**config.mk**
```make
export PLATFORM = sky130hd
export DESIGN_NAME = serial_add_sub
export DESIGN_NICKNAME = d
export VERILOG_FILES = /design/src/rtl/addsub_pkg.sv /design/src/rtl/digit_rca.sv /design/src/rtl/serial_add_sub.sv
export SDC_FILE = /design/constraint.sdc
export NUM_CORES = 1
export LEC_CHECK = 0
export CAP_MARGIN = 20
export CELL_PAD_IN_SITES_DETAIL_PLACEMENT = 0
export CELL_PAD_IN_SITES_GLOBAL_PLACEMENT = 1
export CORE_ASPECT_RATIO = 0.7
export CORE_MARGIN = 5
export CORE_UTILIZATION = 35
export CTS_CLUSTER_SIZE = 16
export DETAILED_ROUTE_END_ITERATION = 6
export PLACE_DENSITY_LB_ADDON = 0.2
export RECOVER_POWER = 50
export SLEW_MARGIN = 20
export SYNTH_ARGS = -nofsm -noshare
export SYNTH_HDL_FRONTEND = slang
export SYNTH_SLANG_ARGS = --single-unit
```
**constraint.sdc**
```tcl
create_clock -name clk -period 6.6 [get_ports clk]
set_input_delay 0.99 -clock clk [delete_from_list [all_inputs] [get_ports clk]]
set_output_delay 0.99 -clock clk [all_outputs]
set_load 0.02 [all_outputs]
```
**src/rtl/addsub_pkg.sv**
```systemverilog
// Shared definitions for the digit-serial adder/subtractor: FSM state
// encodings and elaboration-time helpers for digit count and counter width.
package addsub_pkg;

    typedef enum logic [1:0] {
        ST_IDLE = 2'd0,
        ST_RUN  = 2'd1,
        ST_DONE = 2'd2
    } state_e;

    // Number of digit steps needed to cover the full operand width.
    function automatic int digit_count(input int width, input int digit);
        return width / digit;
    endfunction

    // Digit counter width; at least one bit even when a single step suffices.
    function automatic int cnt_width(input int n);
        return (n <= 1) ? 1 : $clog2(n);
    endfunction

endpackage

```
**src/rtl/digit_rca.sv**
```systemverilog
// DIGIT-bit ripple-carry adder. Besides the sum and carry out it exposes the
// carry into its MSB so the caller can derive two's-complement overflow.
module digit_rca #(
    parameter int DIGIT = 4
) (
    input  logic [DIGIT-1:0] a,
    input  logic [DIGIT-1:0] b,
    input  logic             cin,
    output logic [DIGIT-1:0] sum,
    output logic             cout,
    output logic             cmsb
);

    logic [DIGIT:0] carry_s;

    // Bit-by-bit ripple of the carry through the digit.
    always_comb begin
        carry_s    = '0;
        sum        = '0;
        carry_s[0] = cin;
        for (int i = 0; i < DIGIT; i++) begin
            sum[i]         = a[i] ^ b[i] ^ carry_s[i];
            carry_s[i + 1] = (a[i] & b[i]) | (carry_s[i] & (a[i] ^ b[i]));
        end
    end

    assign cout = carry_s[DIGIT];
    assign cmsb = carry_s[DIGIT-1];

endmodule

```
**src/rtl/serial_add_sub.sv**
```systemverilog
// Digit-serial adder/subtractor. One operand pair is accepted per valid/ready
// handshake and processed DIGIT bits per clock, LSB digit first, through one
// shared ripple-carry digit adder. Subtraction is A + ~B + 1.
module serial_add_sub
    import addsub_pkg::*;
#(
    parameter int WIDTH = 16,
    parameter int DIGIT = 4
) (
    input  logic             clk,
    input  logic             rst_n,
    input  logic             in_valid,
    output logic             in_ready,
    input  logic [WIDTH-1:0] a,
    input  logic [WIDTH-1:0] b,
    input  logic             subtract,
    output logic             out_valid,
    input  logic             out_ready,
    output logic [WIDTH-1:0] result,
    output logic             cout,
    output logic             overflow,
    output logic             zero
);

    localparam int N  = digit_count(WIDTH, DIGIT);
    localparam int CW = cnt_width(N);

    state_e           state_r;
    state_e           state_s;
    logic [WIDTH-1:0] a_r;
    logic [WIDTH-1:0] b_r;
    logic             sub_r;
    logic [CW-1:0]    cnt_r;
    logic             carry_r;
    logic [WIDTH-1:0] result_r;
    logic             cout_r;
    logic             ovf_r;
    logic             zero_r;
    logic             out_valid_r;
    logic             in_ready_r;

    logic             load_s;
    logic             step_s;
    logic             last_s;
    int               base_s;
    logic [DIGIT-1:0] a_dig_s;
    logic [DIGIT-1:0] b_dig_s;
    logic [DIGIT-1:0] sum_s;
    logic             rca_cout_s;
    logic             rca_cmsb_s;
    logic [WIDTH-1:0] result_next_s;

    assign last_s = (cnt_r == CW'(N - 1));

    // Next-state and control decode for the IDLE -> RUN -> DONE sequence.
    always_comb begin
        state_s = state_r;
        load_s  = 1'b0;
        step_s  = 1'b0;
        case (state_r)
            ST_IDLE: begin
                if (in_valid) begin
                    state_s = ST_RUN;
                    load_s  = 1'b1;
                end else begin
                    state_s = ST_IDLE;
                end
            end
            ST_RUN: begin
                step_s = 1'b1;
                if (last_s) begin
                    state_s = ST_DONE;
                end else begin
                    state_s = ST_RUN;
                end
            end
            ST_DONE: begin
                if (out_ready) begin
                    state_s = ST_IDLE;
                end else begin
                    state_s = ST_DONE;
                end
            end
            default: begin
                state_s = ST_IDLE;
            end
        endcase
    end

    // Select the current digit of A and of B (inverted when subtracting).
    always_comb begin
        base_s  = int'(cnt_r) * DIGIT;
        a_dig_s = a_r[base_s +: DIGIT];
        if (sub_r) begin
            b_dig_s = ~b_r[base_s +: DIGIT];
        end else begin
            b_dig_s = b_r[base_s +: DIGIT];
        end
    end

    digit_rca #(
        .DIGIT(DIGIT)
    ) u_digit_rca (
        .a    (a_dig_s),
        .b    (b_dig_s),
        .cin  (carry_r),
        .sum  (sum_s),
        .cout (rca_cout_s),
        .cmsb (rca_cmsb_s)
    );

    // Result with the current digit merged in; zero is judged on this word.
    always_comb begin
        result_next_s                  = result_r;
        result_next_s[base_s +: DIGIT] = sum_s;
    end

    // State register plus registered handshake outputs.
    always_ff @(posedge clk or negedge rst_n) begin
        if (!rst_n) begin
            state_r     <= ST_IDLE;
            out_valid_r <= 1'b0;
            in_ready_r  <= 1'b1;
        end else begin
            state_r     <= state_s;
            out_valid_r <= (state_s == ST_DONE);
            in_ready_r  <= (state_s == ST_IDLE);
        end
    end

    // Operand capture, digit iteration and final flag capture.
    always_ff @(posedge clk or negedge rst_n) begin
        if (!rst_n) begin
            a_r      <= '0;
            b_r      <= '0;
            sub_r    <= 1'b0;
            cnt_r    <= '0;
            carry_r  <= 1'b0;
            result_r <= '0;
            cout_r   <= 1'b0;
            ovf_r    <= 1'b0;
            zero_r   <= 1'b0;
        end else if (load_s) begin
            a_r     <= a;
            b_r     <= b;
            sub_r   <= subtract;
            cnt_r   <= '0;
            carry_r <= subtract;
        end else if (step_s) begin
            result_r <= result_next_s;
            carry_r  <= rca_cout_s;
            if (last_s) begin
                // Counter parks at N-1; it is only cleared on the next accept.
                cout_r <= rca_cout_s;
                ovf_r  <= rca_cout_s ^ rca_cmsb_s;
                zero_r <= (result_next_s == '0);
            end else begin
                cnt_r <= cnt_r + CW'(1);
            end
        end else begin
            // Hold everything, keeping outputs stable while DONE waits.
            cnt_r <= cnt_r;
        end
    end

    assign in_ready  = in_ready_r;
    assign out_valid = out_valid_r;
    assign result    = result_r;
    assign cout      = cout_r;
    assign overflow  = ovf_r;
    assign zero      = zero_r;

endmodule

```
**Yosys cells after proc, flatten, opt, wreduce, memory -nomap -nowiden**

Cells that the tools add are included.

- Add/sub/neg operators: 2
- Equal/unequal tests: 5
- Shifts and indexed selects: 4
- Muxes and demuxes: 14
- Bitwise logic cells: 23
- Reduce and logical (&&, ||, !) cells: 7

Operators by type and width:

| cell | number |
|---|---|
| $neg A4 Y33 | 1 |
| $shift A4 B33 Y16 const A | 1 |
| $shiftx A4 B33 Y16 | 1 |
| $shiftx A16 B5 Y4 | 2 |
| $bwmux W16 | 1 |
| $logic_not A16 Y1 | 1 |
| $mux W2 | 5 |
| $xor A1 B1 Y1 | 9 |
| $and A1 B1 Y1 | 8 |
| $eq A2 B2 Y1 const B | 3 |
| $mux W1 | 6 |
| $pmux W2 S3 | 1 |
| $logic_not A2 Y1 | 2 |
| $mux W4 | 1 |
| $not A4 Y4 | 1 |
| $or A1 B1 Y1 | 4 |
| $reduce_and A2 Y1 | 2 |
| $reduce_and A3 Y1 | 1 |
| $add A2 B1 Y2 const B | 1 |
| $eq A2 B1 Y1 const B | 1 |
| $ne A2 B2 Y1 const B | 1 |
| $reduce_bool A2 Y1 | 1 |
| $not A1 Y1 | 1 |

- Register bits after elaboration: 59
- Input bits: 37
- Output and inout bits: 21
- Logic and storage cells: 67

**Depth between registers and ports, before layout**

Gate-level depths: netlist of the first run.

- Depth in word-level cells: 14
- Gate-level depth with buffers: 13
- Depth with buffers taken out: 12

**Hierarchy**

From an unflattened synthesis of the first run, not the netlist that was laid out.

- Cells, all modules: 220
- Area total of the unflattened synthesis: 2,922.8 um^2

By module, submodules not included:

| module | times used | cells each | area an instance (um^2) | seq. area each (um^2) |
|---|---|---|---|---|
| serial_add_sub | 1 | 208 | 2,812.7 | 1,477.7 |
| digit_rca | 1 | 12 | 110.1 | 0.0 |

**Worst setup path before layout of the first run**

OpenSTA, ideal clock, no wires.

- Path type: register to register
- Start: register cnt_r[0]
- End: register zero_r (netlist: zero)
- Setup time: 67 ps
- Arrival: 3,284 ps
- Data required time: 6,533 ps
- Setup slack: 3,249 ps
- Cell stages (with the launch flop): 13
- Buffers on the path: 1
- Clock period less this slack: 3,351 ps
- Path through: dfrtp_1 > buf_6 > mux4_2 > xnor2_1 > fa_1 > inv_1 > fa_1 > fa_1 > inv_1 > fa_1 > a31o_2 > a211oi_1 > a32o_1

- Word-level cells in the longest chain between the ends: 14
- Elaborated cells on any way between the ends: 28
- Those cells by class: 1 x add/sub; 1 x eq/ne; 4 x shift; 2 x mux; 18 x bitwise; 2 x reduce/logical

Ends and longest elaborated chain:

| what | line | RTL |
|---|---|---|
| start: declaration | serial_add_sub.sv:33 | `logic [CW-1:0] cnt_r;` |
| start signal: assignment | serial_add_sub.sv:158 | `cnt_r <= cnt_r + CW'(1);` |
| start signal: assignment | serial_add_sub.sv:162 | `cnt_r <= cnt_r;` |
| $shiftx A16 B5 Y4 | serial_add_sub.sv:95, serial_add_sub.sv:97 |  |
| $not A4 Y4 | serial_add_sub.sv:95 | `b_dig_s = ~b_r[base_s +: DIGIT];` |
| $mux W4 | serial_add_sub.sv:94 | `if (sub_r) begin` |
| $xor A1 B1 Y1 | digit_rca.sv:22, digit_rca.sv:23 |  |
| $and A1 B1 Y1 | digit_rca.sv:23 | `carry_s[i + 1] = (a[i] & b[i]) \| (carry_s[i] & (a[i] ^ b[i]));` |
| $or A1 B1 Y1 | digit_rca.sv:23 |  |
| $and A1 B1 Y1 | digit_rca.sv:23 |  |
| $or A1 B1 Y1 | digit_rca.sv:23 |  |
| $and A1 B1 Y1 | digit_rca.sv:23 |  |
| $or A1 B1 Y1 | digit_rca.sv:23 |  |
| $xor A1 B1 Y1 | digit_rca.sv:22 | `sum[i] = a[i] ^ b[i] ^ carry_s[i];` |
| $shiftx A4 B33 Y16 | serial_add_sub.sv:115 | `result_next_s[base_s +: DIGIT] = sum_s;` |
| $bwmux W16 | serial_add_sub.sv:115 |  |
| $logic_not A16 Y1 | serial_add_sub.sv:156 | `zero_r <= (result_next_s == '0);` |
| end signal: assignment | serial_add_sub.sv:156 |  |
| end: declaration | serial_add_sub.sv:38 | `logic zero_r;` |

Several ways; a longest one is shown, not always the timed one.
A chain may end at the register's enable or synchronous reset.

**Worst setup path after layout of the first run**

- Start: register cnt_r[1]
- End: register zero_r (netlist: zero)

The elaborated chain is that of the path after synthesis.

==> results of run 1 <==
==> layer usage <==
layer	part of all wire, %	GRT usage, %	routed length [um]	vias to the layer above
li1	-	-	-	900
met3	6.7	5.42	414	8
met4	1.8	5.31	108	0
met2	42	18.6	2580	56
met5	0	0	0	-
met1	49	20.4	3040	916
==> Yosys cell counts <==
master / number
and3b_1: 1
o21ai_1: 1
nor2b_1: 1
nand2_1: 28
xnor2_1: 4
o22ai_1: 2
nor3_1: 2
dfstp_2: 1
dfrtp_1: 58
a31o_2: 1
nand2_2: 1
nand4bb_1: 1
nor2_1: 5
nor4_1: 3
mux2_2: 34
a21oi_1: 2
nor3b_1: 1
or4b_4: 1
o21ai_0: 16
buf_2: 4
or4_4: 1
nand3b_1: 3
nand2_4: 1
and2b_1: 1
buf_6: 3
inv_1: 10
xor2_1: 1
nor4bb_1: 1
nand3_1: 1
mux4_2: 8
mux2i_1: 2
o21ai_2: 3
fa_1: 4
a32o_1: 1
ha_1: 6
a211oi_1: 3
clkbuf_1: 1
nand2b_1: 1
a21o_1: 1
==> cells by family after synthesis <==
logic type	Yosys count	share of synthesized area (%)
DFF	59	52.4
buffers and inverters	18	3.37
and+or+nand+nor	53	9.95
xor gates and xnor gates	5	1.55
AOI/OAI and AO/OA	30	6.48
muxes	44	20.7
adders and majority gates	10	5.51
==> where the power goes <==
part | internal (W) | leakage [nW] | total (W) | switching [W]
registers | 0.000540 | 0.731 | 0.000661 | 0.000122
clock network | 0.000327 | 0.156 | 0.000485 | 0.000158
logic | 0.000564 | 0.707 | 0.00121 | 0.000643
==> stage by stage <==
| step | area [sq um] | cells | setup WS, ns | util [%] |
|---|---|---|---|---|
| final | 3770 | 388 | 2.92 | 47.9 |
| after global routing | 3770 | 388 | 2.27 | 47.9 |
| after CTS | 3790 | 388 | 2.93 | 48.1 |
| after detailed placement | 3480 | 372 | 2.96 | 44.2 |
| after global placement | 3480 | 372 | 3.08 | 44.2 |
| after floorplan | 2820 | 219 | 3.25 | - |
==> worst paths after layout <==
kind,endpoint,cells after the start,from
setup reg to reg,zero,12,cnt_r[1]
hold reg to reg,result[8],2,result[8]
setup / recovery,zero,12,cnt_r[1]
min in group asynchronous,a_r[1],2,rst_n
hold / removal,result[8],2,result[8]
max in group asynchronous,state_r[0],2,rst_n
==> layout make-up <==
class | count | area [sq um] | share of cell area (%)
Clock inverter | 6 | 80.1 | 2.12
Sequential cell | 59 | 1480 | 39.2
Tap cell | 101 | 126 | 3.35
Multi-Input combinational cell | 142 | 1240 | 32.9
Inverter | 10 | 37.5 | 0.995
Timing Repair Buffer | 60 | 581 | 15.4
Clock buffer | 10 | 229 | 6.07
==> flip-flops by register name, summed over array words and instances, names as in the netlist <==
name and flops:
a_r 16, b_r 16, carry_r 1, cnt_r 2, cout 1, in_ready 1, out_valid 1, overflow 1
result 16, state_r 2, sub_r 1, zero 1
==> worst register-to-register path: stages (launching register included) <==
cell	delay, ns
dfrtp_1	0.65
mux4_2	0.41
xnor2_1	0.23
fa_1	0.22
inv_1	0.06
fa_1	0.37
fa_1	0.41
inv_1	0.08
fa_1	0.45
inv_1	0.12
a211oi_1	0.07
nor4_1	0.33
a32o_1	0.21
==> run metrics, run 1 <==
port buffer count=57; Initial DRC Count=92; CP Max Fanout=12; postcts setup bufs=0; Seq/Total Area, Yosys=52.4%; layout cells sized above 1=23.3%; vias post-DR=1,880; Remaining DRCs=0; DRT antenna net count=0; WP data required=6.87 ns; Crit path largest cell delay=0.65 ns; syn_area_per_cell=12.9 sq um; Total Nets Final=329; Total Power=0.00235 W; crit path cell chain=mux4_2 > xnor2_1 > fa_1 > inv_1 > fa_1 > fa_1 > inv_1 > fa_1 > inv_1 > a211oi_1 > nor4_1 > a32o_1; final period utilization=55.7%; Resized Gates After CTS=0; Starting Density=35.8%; actual slew at the worst max-slew pin=3.08 ns; Site Rows=27; Setup CP Type=reg2reg; CP Capture Type=register; area of the mapped netlist=0.00282 sq mm; Yosys top cell area share=51.5%; worst vdd ir=292 uV; CTS tree=built; via/cell ratio=4.85; clk_lat worst skew=0.33 ns; PwrDens=624 mW/mm^2; most frequent cells in the layout=dfrtp_1, clkdlybuf4s50_1, mux2_2; min Tclk post-route=3.68 ns; commonest non-fill, non-tap cell in the layout=dfrtp_1; die area=0.00997 sq mm; initial antenna violation count=0; Hold Crit Class=reg2reg; total track usage=14.0%; vias in the first global route=2,012; register bit count reported by yosys=59; YS warnings=0; Slew Viols, Final=97; failing checks=capacitance limit, slew limit; most frequent CP cell=fa_1; DP Wirelength=4470 um; MaxCap Viol Count=2; total congestion overflow=0; # diodes=0; largest net degree at the start of global routing=60; Syn Inst Count=219; Layout area overhead=33.9%; RSZ-0062 raised after global routing=no; WP buf/inv=3; fillcell total=753; GP Congestion=0.852; Synth area leaders=dfrtp_1, mux2_2, mux4_2; R2R setup slack=2.92 ns; Root Driver=clkbuf_16; routed wire length=6150 um; clock skew=0.00458 ns; slowest cell on the critical path=dfrtp_1; Die Height=85.1 um; DR WL/cell=15.8 um; first-pass GRT wire length=10,500 um; Post-CTS Hold Fix Bufs=0; syn_nets=266; Synth area leader=dfrtp_1; CTS Sinks=59; Core ar.=0.00787 sq mm; TNS Setup=0 ns; CP top delay family=adder cells; Lkg Pwr=1.59 nW; startpoint types=register; Max-slew headroom=-105%; hold slack=0.500 ns; I/O pins=58; status=complete, but fails checks; Die Wd=117 um; endpoints failing setup=0; Worst EP arrival=3.94 ns; H-tree Lvls=3; TritonRoute pass-1 iters=4; CTS Buf Count=9; Hold Fails Final Rpt=0; Worst-path clk slew=0.05 ns; Synth cell types=39; fmax=272 MHz; clk buf depth=2
No activity file was read; power rests on OpenSTA's default activity.
==> run 2, diff against run 1 <==
==> constraint.sdc (replaced) <==
create_clock -name clk -period 2.95 [get_ports clk]
set_input_delay 0.4425 -clock clk [delete_from_list [all_inputs] [get_ports clk]]
set_output_delay 0.4425 -clock clk [all_outputs]
set_load 0.02 [all_outputs]
==> run 2 against run 1 <==
  * The run ends with capacitance limit, slew limit, setup timing left
  * Sequential cell count did not move
  * Non-clock buffer count rose by 11
  * Via count rose by 4.1%
  * Worst hold slack barely moved
  * Utilization rose by 1.1 points
  * Sequential share of layout area fell by 0.89 points
  * Register-to-register slack got worse by 3.2 ns
  * Clock power rose by 93%
  * Maximum frequency rose by 12%
  * Combinational power rose to 2.8 times the previous value
  * Wire length rose by 4.9%
  * Critical path type unchanged
  * Largest cell class unchanged
==> run metrics, run 2 (synthesis results as in run 1) <==
status=complete, but fails checks (unchanged); failing checks=capacitance limit, slew limit, setup timing (was capacitance limit, slew limit); Core ar.=0.00787 sq mm (unchanged); WP buf/inv=2 (was 3); vias post-DR=1,957 (was 1,880); DR WL/cell=16.2 um (was 15.8 um); Root Driver=clkbuf_16 (unchanged); Remaining DRCs=0 (unchanged); fillcell total=730 (was 753); total track usage=14.3% (was 14.0%); CTS tree=built (unchanged); WP data required=3.20 ns (was 6.87 ns); Setup CP Type=reg2reg (unchanged); H-tree Lvls=3 (unchanged); clk_lat worst skew=0.32 ns (was 0.33 ns); Crit path depth=11 (was 12); Layout Cells excl Fill=398 (was 388); Layout area overhead=37.0% (was 33.9%); Hold Fails Final Rpt=0 (unchanged); Hold Path Sink=b_r[0] (was result[8]); worst vdd ir=931 uV (was 292 uV); min Tclk post-route=3.27 ns (was 3.68 ns); endpoints failing setup=4 (was 0); slowest cell on the critical path=mux4_2 (was dfrtp_1); MaxCap Viol Count=1 (was 2); Psw=0.00228 W (was 0.000922 W); vias in the first global route=2,061 (was 2,012); FF-to-FF Start=cnt_r[0] (was cnt_r[1]); Die Height=85.1 um (unchanged); TritonRoute pass-1 iters=4 (unchanged); initial antenna violation count=0 (unchanged); Total Nets Final=340 (was 329); die area=0.00997 sq mm (unchanged); DP Wirelength=4860 um (was 4470 um); actual slew at the worst max-slew pin=1.64 ns (was 3.08 ns); Post-CTS Hold Fix Bufs=0 (unchanged); Starting Density=35.8% (unchanged); GP Congestion=0.818 (was 0.852); Worst-path clk slew=0.05 ns (about the same); commonest non-fill, non-tap cell in the layout=dfrtp_1 (unchanged); clock skew=0.00660 ns (was 0.00458 ns); Worst EP arrival=3.53 ns (was 3.94 ns); clk buf depth=2 (unchanged); CP Capture Type=register (unchanged); hold slack=0.500 ns (about the same); total congestion overflow=0 (unchanged); Internal=0.00345 W (was 0.00143 W); CP Max Fanout=3 (was 12); final period utilization=111% (was 55.7%); Multi-input gate area=0.00129 sq mm (was 0.00124 sq mm); most frequent CP cell=fa_2 (was fa_1); combinational fraction of design power=58.3% (was 51.3%); Hold Path Depth=1 (was 2); routed wire length=6450 um (was 6150 um); Final Worst Setup Slack=-0.321 ns (was 2.92 ns); Reg power frac=25.4% (was 28.1%); Seq. cell area=0.00148 sq mm (unchanged); DRT antenna net count=0 (unchanged); Initial DRC Count=72 (was 92); r2r endpoint=zero (unchanged); # diodes=0 (unchanged); RSZ-0062 raised after global routing=yes (was no); CP top delay family=adder cells (unchanged); CTS Buf Count=9 (unchanged); Hold Crit Class=reg2reg (unchanged); Site Rows=27 (unchanged); Switching Share=39.8% (was 39.2%); PwrDens=1490 mW/mm^2 (was 624 mW/mm^2); I/O pins=58 (unchanged); CTS Sinks=59 (unchanged); Lkg Pwr=1.63 nW (was 1.59 nW); most frequent cells in the layout=dfrtp_1, clkdlybuf4s50_1, mux2_2 (unchanged); clock network power share=16.3% (was 20.6%); R2R setup slack=-0.32 ns (was 2.92 ns); dpl cells=381 (was 372); Reg2Reg Depth=11 (was 12); layout cells sized above 1=29.6% (was 23.3%); startpoint types=register (unchanged); first-pass GRT wire length=10,700 um (was 10,500 um); fmax=306 MHz (was 272 MHz); crit path cell chain=mux4_2 > xnor2_2 > fa_2 > inv_2 > fa_2 > fa_2 > inv_2 > fa_2 > a31o_4 > a211oi_2 > a32o_1 (was mux4_2 > xnor2_1 > fa_1 > inv_1 > fa_1 > fa_1 > inv_1 > fa_1 > inv_1 > a211oi_1 > nor4_1 > a32o_1); Max-slew headroom=-9.58% (was -105%); port buffer count=57 (unchanged); Slew Viols, Final=30 (was 97); via/cell ratio=4.92 (was 4.85); Die Wd=117 um (unchanged); Crit path largest cell delay=0.53 ns (was 0.65 ns); worst hold start=b_r[0] (was result[8]); largest net degree at the start of global routing=37 (was 60)
run 2: changes by cell type in the layout (fill, tap and decap cells not counted), moves of 2 or more:
| cell | before | now |
|---|---|---|
| clkinvlp_4 | 0 | 2 |
| inv_1 | 10 | 8 |
| o21ai_0 | 17 | 14 |
| o21ai_1 | 1 | 3 |
| fa_1 | 4 | 0 |
| nand2_1 | 28 | 26 |
| fa_2 | 0 | 4 |
| bufinv_16 | 2 | 0 |
| inv_2 | 0 | 2 |
| buf_4 | 1 | 10 |
run 2: metrics by stage:
step	instance area (sq um)	worst slack (ns)	util, %	total power [W]	TNS (ns)
after detailed placement	3560	-0.326	45.3	0.00470	-0.472
final	3860	-0.321	49.0	0.00573	-0.538
after CTS	3850	-0.310	48.9	0.00570	-0.551
after floorplan	2830	-0.310	-	0.00345	-0.393
after global placement	3560	-0.241	45.3	0.00464	-0.271
after global routing	3860	-0.477	49.0	0.00620	-1.12
run 2: per-layer routing:
layer	vias to the layer above	GRT usage, %	part of all wire [%]
met5	-	0	0
met4	0	3.13	0.82
met3	4	5.35	5.9
met2	56	19.3	42
met1	971	21.6	52
li1	926	-	-
run 2: cell type report:
| cell class | count | share of cell area (%) |
|---|---|---|
| Timing Repair Buffer | 71 | 17.2 |
| Clock buffer | 10 | 6.19 |
| Tap cell | 101 | 3.27 |
| Inverter | 10 | 0.972 |
| Clock inverter | 5 | 0.778 |
| Multi-Input combinational cell | 142 | 33.3 |
| Sequential cell | 59 | 38.3 |
run 2: worst max-delay path by stage:
stage | startpoint | endpoint | slack [ns]
final | cnt_r[0] | zero | -0.32
after global routing | cnt_r[0] | zero | -0.48
after CTS | cnt_r[0] | zero | -0.31
after detailed placement | cnt_r[0] | zero | -0.33
after global placement | cnt_r[0] | zero | -0.24
after floorplan | cnt_r[0] | zero | -0.31
run 2: timing repair:
action / 4_1_cts / 5_1_grt
resized for setup: 5 / 5
setup endpoints to repair: 5 / 5
pin swaps: 1 / 2
buffers inserted: 2 / 1
run 2: power groups by stage:
stage,Combinational (W),Clock (W),Sequential [W]
after floorplan,0.00191,0,0.00154
after global placement,0.00317,0,0.00147
after detailed placement,0.00323,0,0.00147
after CTS,0.00328,0.000958,0.00146
after global routing,0.00370,0.000994,0.00151
final,0.00334,0.000934,0.00146
==> patch: new RTL, flow settings as in run 2 <==
Encoding of `state_e`: now one-hot (3 bits for 3 states).
--- a/src/rtl/addsub_pkg.sv
+++ b/src/rtl/addsub_pkg.sv
@@ -2,10 +2,10 @@
 // encodings and elaboration-time helpers for digit count and counter width.
 package addsub_pkg;
 
-    typedef enum logic [1:0] {
-        ST_IDLE = 2'd0,
-        ST_RUN  = 2'd1,
-        ST_DONE = 2'd2
+    typedef enum logic [2:0] {
+        ST_IDLE = 3'b001,
+        ST_RUN  = 3'b010,
+        ST_DONE = 3'b100
     } state_e;
 
     // Number of digit steps needed to cover the full operand width.
Behaviour: no difference found for any inputs over 10 cycles, from zero or initial values and one cycle with rst_n low; not proved beyond that.
==> patch against run 2 <==
The flow still finishes with violations (capacitance limit, slew limit, setup timing). Worst hold slack worse by 0.013 ns. Worst setup slack worse by 0.17 ns. Largest cell class unchanged. Cell area rose by 8.8%. Total power fell by 2.0%. Clock power rose by 17%. Sequential power shrank 5%. Critical endpoint unchanged. Combinational power shrank 6.0%. Sequential cell count is 1 higher. Synthesized area is 5.1% higher. Fmax down 4.8%. Wire length rose by 8.9%. Synthesized cell count up 9.1%.
==> patch: results (changes against run 2) <==
Post-DP HPWL = 5.17 mm (was 4.86 mm)
XOR/XNOR Fraction of Synth Area = 1.48% (was 1.55%)
All-Layer GR Usage = 15.1% (was 14.3%)
Outcome = finished with violations (unchanged)
Final WS setup = -0.487 ns (was -0.321 ns)
Nets@finish = 370 (was 340)
Register area share after synthesis = 50.8% (was 52.4%)
Hold_sp = b_r[14]$_DFFE_PN0P_ (was b_r[0]$_DFFE_PN0P_)
Post-synthesis adder-cell area fraction = 5.24% (was 5.51%)
Slew @ Worst Pin = 1.91 ns (was 1.64 ns)
Critical Path AT = 3.70 ns (was 3.53 ns)
Vias per inst = 4.89 (was 4.92)
Clock skew = 0.00806 ns (was 0.00660 ns)
Wire length per cell = 16.2 um (about the same)
# fillers = 788 (was 730)
Final setup viols = 5 (was 4)
TNS Setup = -1.41 ns (was -0.538 ns)
Compound-Gate Fraction of Synth Area = 7.22% (was 6.48%)
Number of global-route vias before repair = 2298 (was 2061)
Initial DRC Count = 120 (was 72)
Max_cap viols = 1 (unchanged)
Mux contribution to synthesized area = 19.0% (was 20.7%)
Violated checks = capacitance limit, slew limit, setup timing (unchanged)
Max-slew violation count = 37 (was 30)
Unique masters post-synth = 44 (was 39)
-- patch: changes by cell type after synthesis, moves of 4 or more --
cell | run 2 | this run
a31oi_1 | 0 | 8
and2b_1 | 1 | 5
buf_2 | 4 | 0
mux2_1 | 0 | 5
mux2_2 | 34 | 29
nand3_1 | 1 | 5
nor2b_1 | 1 | 6
-- patch: per-stage QoR --
stage | instance area [um2] | cells | setup slack [ns] | power (mW) | util, %
4_1_cts | 4110 | 428 | -0.484 | 5.45 | 49.3
6_report | 4200 | 433 | -0.487 | 5.62 | 50.4
3_3_place_gp | 3700 | 407 | -0.391 | 3.91 | 44.4
2_1_floorplan | 2970 | 239 | -0.527 | 3.05 | -
3_5_place_dp | 3700 | 407 | -0.526 | 3.93 | 44.4
5_1_grt | 4200 | 433 | -0.629 | 6.02 | 50.4
-- patch: worst max-delay path by stage --
stage	depth (start not counted)	slack, ns	to	from
floorplan	14	-0.53	zero$_DFFE_PN0P_	cnt_r[0]$_DFFE_PN0P_
global placement	13	-0.39	zero$_DFFE_PN0P_	cnt_r[0]$_DFFE_PN0P_
detailed placement	13	-0.53	zero$_DFFE_PN0P_	cnt_r[0]$_DFFE_PN0P_
CTS	13	-0.48	zero$_DFFE_PN0P_	cnt_r[0]$_DFFE_PN0P_
global route	13	-0.63	zero$_DFFE_PN0P_	cnt_r[0]$_DFFE_PN0P_
finish	13	-0.49	zero$_DFFE_PN0P_	cnt_r[0]$_DFFE_PN0P_
-- patch: power breakdown --
part	internal (mW)	leakage [nW]	switching (mW)	total [mW]
combinational	1.65	0.829	1.48	3.14
sequential	1.17	0.748	0.223	1.39
clock	0.746	0.156	0.346	1.09
-- patch: routing by layer --
| layer | vias up | GRT usage [%] | part of all wire [%] |
|---|---|---|---|
| li1 | 1018 | - | - |
| met1 | 1026 | 21.2 | 50 |
| met2 | 64 | 21.3 | 42 |
| met3 | 10 | 5.97 | 6.3 |
| met4 | 0 | 4.89 | 1.6 |
| met5 | - | 0 | 0 |
-- patch: cell type report --
cell class	count	area share, %
Multi-Input combinational cell	163	34.6
Sequential cell	60	35.8
Tap cell	105	3.13
Timing Repair Buffer	82	18.3
Clock buffer	15	6.85
Inverter	7	0.626
Clock inverter	1	0.715
-- patch: critical path, stage by stage, from the launching register on --
cell and delay, ns:
dfrtp_1 0.37, mux4_2 0.54, xor2_2 0.16, fa_2 0.21
inv_2 0.04, fa_2 0.33, fa_2 0.36, inv_2 0.07
fa_1 0.41, and2b_2 0.26, a31oi_2 0.21, nand2_1 0.09
nor3_2 0.17, a22o_1 0.14
-- patch: repair_timing --
item / in CTS / in global routing
resized for setup: 11 / 20
endpoints found under the setup margin: 6 / 9
setup buffers: 5 / 5
pin swaps: 3 / 3
